**src/rtl/led_ctrl_multi.sv**
```systemverilog
// rtl/led_ctrl_multi.sv - halfstrip hit LED controller with flash stretching and cylon status
module led_ctrl_multi #(
  parameter int NHS         = 32,
  parameter int HS_PER_DS   = 4,
  parameter int STRETCH_W   = 24,
  parameter int GAP_LEN     = 2000000,
  parameter int CYLON_DIV_W = 22,
  localparam int NDS        = NHS / HS_PER_DS,
  localparam int NLED       = NDS + HS_PER_DS
) (
  input  logic                 clock,
  input  logic                 reset_n,
  input  logic                 dcms_locked,
  input  logic                 pulser_ready,
  input  logic [1:0]           mode,
  input  logic [STRETCH_W-1:0] stretch_len,
  input  logic [NHS-1:0]       halfstrips,
  input  logic                 clear_seen,
  output logic [NLED-1:0]      leds,
  output logic                 seen_hit
);

  localparam int GAP_W = $clog2(GAP_LEN + 1);
  localparam int CNT_W = (STRETCH_W > GAP_W) ? STRETCH_W : GAP_W;
  localparam int POS_W = $clog2(NDS);
  localparam logic [CNT_W-1:0] GAP_LOAD = CNT_W'(GAP_LEN - 1);

  typedef enum logic [1:0] {
    ST_IDLE,
    ST_ON,
    ST_GAP
  } state_t;

  // Stage 1: distrip groups and side positions
  logic [NDS-1:0]       ds_d, ds_q;
  logic [HS_PER_DS-1:0] sd_d, sd_q;
  logic [NLED-1:0]      trig;

  always_comb begin
    ds_d = '0;
    sd_d = '0;
    for (int g = 0; g < NDS; g++) begin
      ds_d[g] = |halfstrips[g*HS_PER_DS +: HS_PER_DS];
      sd_d    = sd_d | halfstrips[g*HS_PER_DS +: HS_PER_DS];
    end
  end

  always_ff @(posedge clock) begin
    if (!reset_n) begin
      ds_q <= '0;
      sd_q <= '0;
    end else begin
      ds_q <= ds_d;
      sd_q <= sd_d;
    end
  end

  assign trig = {sd_q, ds_q};

  // Stage 2: per-channel flash FSMs
  logic [STRETCH_W-1:0] stretch_m1;
  logic [CNT_W-1:0]     stretch_load;

  assign stretch_m1   = (stretch_len == '0) ? '0 : stretch_len - 1'b1;
  assign stretch_load = CNT_W'(stretch_m1);

  state_t           state_q [NLED];
  state_t           state_d [NLED];
  logic [CNT_W-1:0] cnt_q   [NLED];
  logic [CNT_W-1:0] cnt_d   [NLED];
  logic [NLED-1:0]  pend_q, pend_d;
  logic [NLED-1:0]  lit;

  always_ff @(posedge clock) begin
    if (!reset_n) begin
      for (int i = 0; i < NLED; i++) begin
        state_q[i] <= ST_IDLE;
        cnt_q[i]   <= '0;
      end
      pend_q <= '0;
    end else begin
      for (int i = 0; i < NLED; i++) begin
        state_q[i] <= state_d[i];
        cnt_q[i]   <= cnt_d[i];
      end
      pend_q <= pend_d;
    end
  end

  always_comb begin
    pend_d = pend_q;
    lit    = '0;
    for (int i = 0; i < NLED; i++) begin
      state_d[i] = state_q[i];
      cnt_d[i]   = cnt_q[i];
      case (state_q[i])
        ST_IDLE: begin
          if (trig[i]) begin
            state_d[i] = ST_ON;
            cnt_d[i]   = stretch_load;
          end
        end
        ST_ON: begin
          lit[i] = 1'b1;
          if (trig[i]) pend_d[i] = 1'b1;
          if (cnt_q[i] == '0) begin
            state_d[i] = ST_GAP;
            cnt_d[i]   = GAP_LOAD;
          end else begin
            cnt_d[i] = cnt_q[i] - 1'b1;
          end
        end
        ST_GAP: begin
          if (trig[i]) pend_d[i] = 1'b1;
          if (cnt_q[i] == '0) begin
            // a hit landing on the last dark cycle still queues a new flash
            if (pend_q[i] || trig[i]) begin
              pend_d[i]  = 1'b0;
              state_d[i] = ST_ON;
              cnt_d[i]   = stretch_load;
            end else begin
              state_d[i] = ST_IDLE;
            end
          end else begin
            cnt_d[i] = cnt_q[i] - 1'b1;
          end
        end
        default: begin
          state_d[i] = ST_IDLE;
          cnt_d[i]   = '0;
        end
      endcase
    end
  end

  // Cylon generator: free-running prescaler, bouncing position
  logic [CYLON_DIV_W-1:0] presc_q;
  logic [POS_W-1:0]       pos_q;
  logic                   dir_down_q;

  always_ff @(posedge clock) begin
    if (!reset_n) begin
      presc_q    <= '0;
      pos_q      <= '0;
      dir_down_q <= 1'b0;
    end else begin
      presc_q <= presc_q + 1'b1;
      if (&presc_q) begin
        if (!dir_down_q) begin
          pos_q <= pos_q + 1'b1;
          if (pos_q == POS_W'(NDS - 2)) dir_down_q <= 1'b1;
        end else begin
          pos_q <= pos_q - 1'b1;
          if (pos_q == POS_W'(1)) dir_down_q <= 1'b0;
        end
      end
    end
  end

  logic [POS_W-1:0] pos_mirror;
  logic [NLED-1:0]  cyl_a, cyl_b;

  assign pos_mirror = POS_W'(NDS - 1) - pos_q;
  assign cyl_a      = NLED'(1) << pos_q;
  assign cyl_b      = cyl_a | (NLED'(1) << pos_mirror);

  // Stage 3: registered output mux
  logic [NLED-1:0] leds_d;

  always_comb begin
    leds_d = lit;
    case (mode)
      2'd0: begin
        if (!dcms_locked)      leds_d = cyl_b;
        else if (pulser_ready) leds_d = cyl_a;
        else                   leds_d = lit;
      end
      2'd1:    leds_d = lit;
      2'd2:    leds_d = cyl_a;
      default: leds_d = '1;
    endcase
  end

  always_ff @(posedge clock) begin
    if (!reset_n) begin
      leds     <= '0;
      seen_hit <= 1'b0;
    end else begin
      leds <= leds_d;
      if (|trig)           seen_hit <= 1'b1;
      else if (clear_seen) seen_hit <= 1'b0;
    end
  end

endmodule

```
**config.mk**
```make
export PLATFORM = sky130hd
export DESIGN_NAME = led_ctrl_multi
export DESIGN_NICKNAME = d
export VERILOG_FILES = /design/src/rtl/led_ctrl_multi.sv
export SDC_FILE = /design/constraint.sdc
export NUM_CORES = 1
export LEC_CHECK = 0
export CELL_PAD_IN_SITES_DETAIL_PLACEMENT = 0
export CELL_PAD_IN_SITES_GLOBAL_PLACEMENT = 1
export CORE_AREA = 2 2 206 259
export CTS_CLUSTER_SIZE = 10
export DETAILED_ROUTE_END_ITERATION = 16
export DIE_AREA = 0 0 208 261
export GPL_ROUTABILITY_DRIVEN = 1
export PLACE_DENSITY_LB_ADDON = 0.1
export SETUP_SLACK_MARGIN = 0.02
export SLEW_MARGIN = 20
export SYNTH_ARGS = -nofsm -noshare
export SYNTH_HDL_FRONTEND = slang
export SYNTH_SLANG_ARGS = --single-unit
export TNS_END_PERCENT = 50
```
**constraint.sdc**
```tcl
create_clock -name clock -period 4.4 [get_ports clock]
set_clock_uncertainty 0.1 [all_clocks]
set_input_delay 0.88 -clock clock [delete_from_list [all_inputs] [get_ports clock]]
set_output_delay 0.88 -clock clock [all_outputs]
set_load 0.01 [all_outputs]
```
* Word-level counts from Yosys, hierarchy flattened
Memories as Yosys holds them, arrays and structs flattened. Cells that the tools add are included.
Storage, ports and cells: register bits 63, input bits 63, memories kept 2, RAM bits 312, output and inout bits 13, word-level logic and storage cells 377
Memory list:
- cnt_q | words 12, bits a word 24, rd ports 12, clocked after memory_dff 0, wr ports 12, line 69 | logic [CNT_W-1:0] cnt_q [NLED];
- state_q | words 12, bits a word 2, rd ports 12, clocked after memory_dff 0, wr ports 12, line 67 | state_t state_q [NLED];
Cells by class: shift-type cells 2, add/subtract/negate cells 17, eq/ne operators 28, reductions and logical operators 61, bitwise logic cells 32, muxes and demuxes 216
Operators by type and width (number):
- two-way mux 24 bit | 61
- one-hot mux 24 bit (3 select lines) | 12
- logical NOT 24 bit | 13
- subtractor 24 x 1 -> 24 bit, second input constant | 13
- two-way mux 2 bit | 48
- one-hot mux 2 bit (3 select lines) | 12
- two-way mux 1 bit | 67
- one-hot mux 12 bit (3 select lines) | 1
- OR reduction 4 bit | 8
- OR 4 bit | 7
- equality test 2 x 1 -> 1 bit, second input constant | 13
- equality test 2 bit, second input constant | 13
- logical NOT 2 bit | 13
- nonzero test 2 bit | 13
- two-way mux 12 bit | 2
- OR 1 bit | 24
- one-hot mux 1 bit (2 select lines) | 12
- << shifter 1 x 3 -> 12 bit, first input constant | 2
- adder 22 x 1 -> 22 bit, second input constant | 1
- AND reduction 22 bit | 1
- logical OR 1 bit | 12
- OR 12 bit | 1
- OR reduction 12 bit | 1
- adder 3 x 1 -> 3 bit, second input constant | 1
- 5 further kinds | 5

* Longest topological paths before layout
depth after elaboration 7, mapped depth 11, gate-level depth less buffers 9

* Worst setup path after synthesis
OpenSTA, ideal clock, no wires.
path type input-to-reg, from input stretch_len[16], to memory cnt_q[1][69] (netlist name), data required time 4.183 ns, cell stages on the path 10, arrival 3.330 ns, library setup time 0.117 ns, path slack 0.853 ns, path buffers 3, cells stage by stage clkbuf_1 or4_1 or4_1 or3_1 clkbuf_1 and4b_1 a21oi_1 buf_2 o22ai_1 a22o_1
RTL lines:
- start: declaration | line 16 | input logic [STRETCH_W-1:0] stretch_len,
- end: declaration | line 69

==> results.py <==
metrics = {
    "global_route": {
        "grt_max_degree": 57,
        "grtUsageMet1_pct": 41.4,
        "grt_usage_pct": 32.1,
        "grt_pass1_wl_um": 139000,
        "gr-total-overflow": 0,
        "met2_usage_pct": 52.9,
        "top_usage_layer": "met2",
        "grt_pass1_vias": 23943,
        "use_met3_pct": 5.02,
        "antenna_found_initial": 2,
    },
    "logic_synthesis": {
        "async_reset_ff_share_pct": 0,
        "synthFlopType": "dfxtp_1",
        "syn_nets": 3288,
        "netlist_area_um2": 24200,
        "yosys.cell_types.count": 87,
        "syn_area_per_cell_um2": 7.70,
        "synth-seq-cells": 375,
        "synth-edff-count": 0,
        "syn_inst": 3143,
        "ys_seq_area_share_pct": 31.0,
        "yosysWarnings": 0,
    },
    "setup_path": {
        "crit_type": "in -> reg",
        "regToRegEndpoint": "cnt_q[0][66]",
        "reg2reg_slack_ps": 740,
        "crit_path_end_kind": "register",
        "cp-start-kind": "primary input",
        "worstPathMaxFanout": 11,
        "cp.required_ps": 4760,
        "rr_startpoint": "cnt_q[0][64]",
        "endpoint": "cnt_q[1][90]",
        "rr_worst_depth": 7,
        "worstSetupStartpoint": "stretch_len[9]",
        "arrival_ps": 4100,
    },
    "detailed_routing": {
        "wl_per_cell_um": 23.3,
        "antenna_left": 0,
        "via_per_inst": 6.60,
        "routed_wl_um": 89900,
        "vias": 25454,
        "drt-initial-drc-count": 2409,
        "drcViolationCount": 0,
        "drtPass1Iterations": 6,
    },
    "sta": {
        "hold_ws_ps": 354,
        "fmax_ghz": 0.268,
        "fin_crit_ps": 3730,
        "setup_ws_ps": 666,
        "slew_headroom_pct": 22.3,
        "finalMaxSlewViolations": 0,
        "setup_violations": 0,
        "post-route-period-util_pct": 84.9,
        "rsz0062_at_grt": "no",
        "hold_viol_final": 0,
        "worst_pin_slew_ps": 1160,
    },
    "floorplanning": {
        "coreArea_um2": 52000,
        "initial_core_util_pct": 46.5,
        "die_x_um": 208,
        "die-area_um2": 54300,
        "ios": 76,
        "rows": 94,
        "die_h_um": 261,
    },
    "cells_and_area": {
        "fillCellCount": 5024,
        "layout.cells.non_filler": 3855,
        "area_growth_pct": 13.0,
        "layout.nets": 3307,
        "drive_gt1_share_pct": 7.39,
    },
    "clock_tree": {
        "clk_latency_ps": 590,
        "post_cts_buffers": 0,
        "cts_buffers": 46,
        "post_cts_resized": 0,
        "hold_buffers": 0,
        "cts_buffer_depth": 3,
        "cts_tree": "yes",
        "path_clk_slew_ps": 50,
        "cts_sinks": 375,
        "htree_levels": 2,
        "clock-root-buffer": "clkbuf_16",
    },
    "power_and_ir_drop": {
        "p_total_mw": 18.5,
        "leakage_nw": 10.1,
        "vdd_drop_max_mv": 0.301,
        "power_per_cell_area_nw_per_um2": 675,
    },
    "placed_design": {
        "routabilityCongestion": 0.942,
        "port_buffers": 75,
        "place_hpwl_um": 61400,
        "place_ws_ps": 100,
        "placed_cells": 3786,
    },
    "status": {
        "outcome": "complete, no violations",
    },
    "job": {
        "drv_cap": 0,
    },
    "hold_path": {
        "hp-class": "reg -> reg",
    },
}
-- worst max-delay path, stage by stage --
cell	delay, ps
clkdlybuf4s50_1	480
or4_1	630
or4_4	450
buf_4	190
o41ai_1	470
a21oi_2	350
a21o_1	270
a221oi_1	260
o21ai_0	110
-- cell families after synthesis --
family | share of synthesized area (%)
and+or+nand+nor | 23.9
AOI/OAI and AO/OA | 28.4
DFF | 31.0
buffers and inverters | 4.68
xor gates and xnor gates | 7.24
adders and majority gates | 4.24
muxes | 0.502
-- cell usage in the layout, fill, tap and decap left out, types with 13 or more instances in the layout --
cell / synthesis / routed
o21ai_0: 252 / 247
o211ai_1: 22 / 22
and3_1: 13 / 13
and2_1: 13 / 13
a21oi_1: 225 / 219
nor4_1: 104 / 102
dfxtp_1: 375 / 375
nand4_1: 23 / 23
a22o_1: 96 / 96
a221oi_1: 43 / 43
nand2b_1: 26 / 26
nand3b_1: 13 / 13
nor3_1: 130 / 129
a32o_1: 18 / 18
buf_4: 1 / 94
xor2_1: 82 / 82
nand2_1: 289 / 289
a32oi_1: 24 / 24
or2_2: 25 / 25
xnor2_1: 118 / 118
a21o_1: 14 / 14
nor2_1: 270 / 266
a211oi_1: 13 / 13
nor2b_1: 13 / 13
a22oi_1: 21 / 21
clkbuf_16: 0 / 47
nand3_1: 52 / 52
o32a_1: 17 / 17
inv_1: 82 / 81
ha_1: 82 / 82
or4_1: 60 / 60
o31ai_1: 27 / 27
a31oi_1: 20 / 20
nor3b_1: 17 / 17
or3_1: 49 / 49
o22ai_1: 115 / 115
clkdlybuf4s50_1: 0 / 74
-- cell usage after synthesis (60+ instances only) --
| master | number | share of area (%) |
|---|---|---|
| a21oi_1 | 225 | 4.7 |
| a22o_1 | 96 | 3.5 |
| clkbuf_1 | 179 | 2.8 |
| dfxtp_1 | 375 | 31 |
| ha_1 | 82 | 4.2 |
| inv_1 | 82 | 1.3 |
| nand2_1 | 289 | 4.5 |
| nor2_1 | 270 | 4.2 |
| nor3_1 | 130 | 2.7 |
| nor4_1 | 104 | 2.7 |
| o21ai_0 | 252 | 5.2 |
| o22ai_1 | 115 | 3.0 |
| or4_1 | 60 | 1.9 |
| xnor2_1 | 118 | 4.3 |
| xor2_1 | 82 | 3.0 |
-- flip-flops by register name, summed over array words and instances (netlist names) --
name,count
sd_q,4
pend_q,12
seen_hit,1
ds_q,8
leds,12
state_q,24
presc_q,22
dir_down_q,1
cnt_q,288
pos_q,3
-- worst min-delay path by stage --
stage / cells past startpoint / start / end / slack [ps]
after floorplan: 1 / cnt_q[1][35] / cnt_q[1][35] / 320
after detailed placement: 1 / cnt_q[1][35] / cnt_q[1][35] / 350
after CTS: 2 / cnt_q[1][62] / cnt_q[1][62] / 360
after global placement: 1 / cnt_q[1][35] / cnt_q[1][35] / 340
after global routing: 1 / cnt_q[1][35] / cnt_q[1][35] / 370
final: 2 / cnt_q[1][62] / cnt_q[1][62] / 350
-- per-layer routing --
layer | part of all wire (%) | wire length, um
met1 | 42 | 37900
met2 | 45 | 40800
met3 | 7.8 | 7000
met4 | 4.7 | 4230
met5 | 0 | 0
-- power by group --
part           total (mW)  switching (mW)  internal (mW)
Clock                3.59            1.51           2.08
Sequential           5.46            1.14           4.32
Combinational        9.41            5.73           3.68
Total                18.5            8.38           10.1
-- metrics by stage --
step	TNS, ps	util, %	instance area (um2)
after floorplan	0	-	24200
final	0	52.6	27300
after CTS	0	52.6	27300
after global routing	0	52.6	27300
after global placement	-61.1	49.9	26000
after detailed placement	0	50.0	26000
-- cell type report --
class | instances | area [um2] | area share, %
multi-input cells | 2476 | 15600 | 57.2
flip-flops and latches | 375 | 7510 | 27.5
repair buffers | 181 | 1690 | 6.19
clock buffers | 63 | 1300 | 4.74
well taps | 672 | 841 | 3.08
inverters | 82 | 310 | 1.14
clock inverters | 5 | 53.8 | 0.197
diodes | 1 | 2.50 | 0.00915
Note: power is estimated with default switching activity, not from simulation.
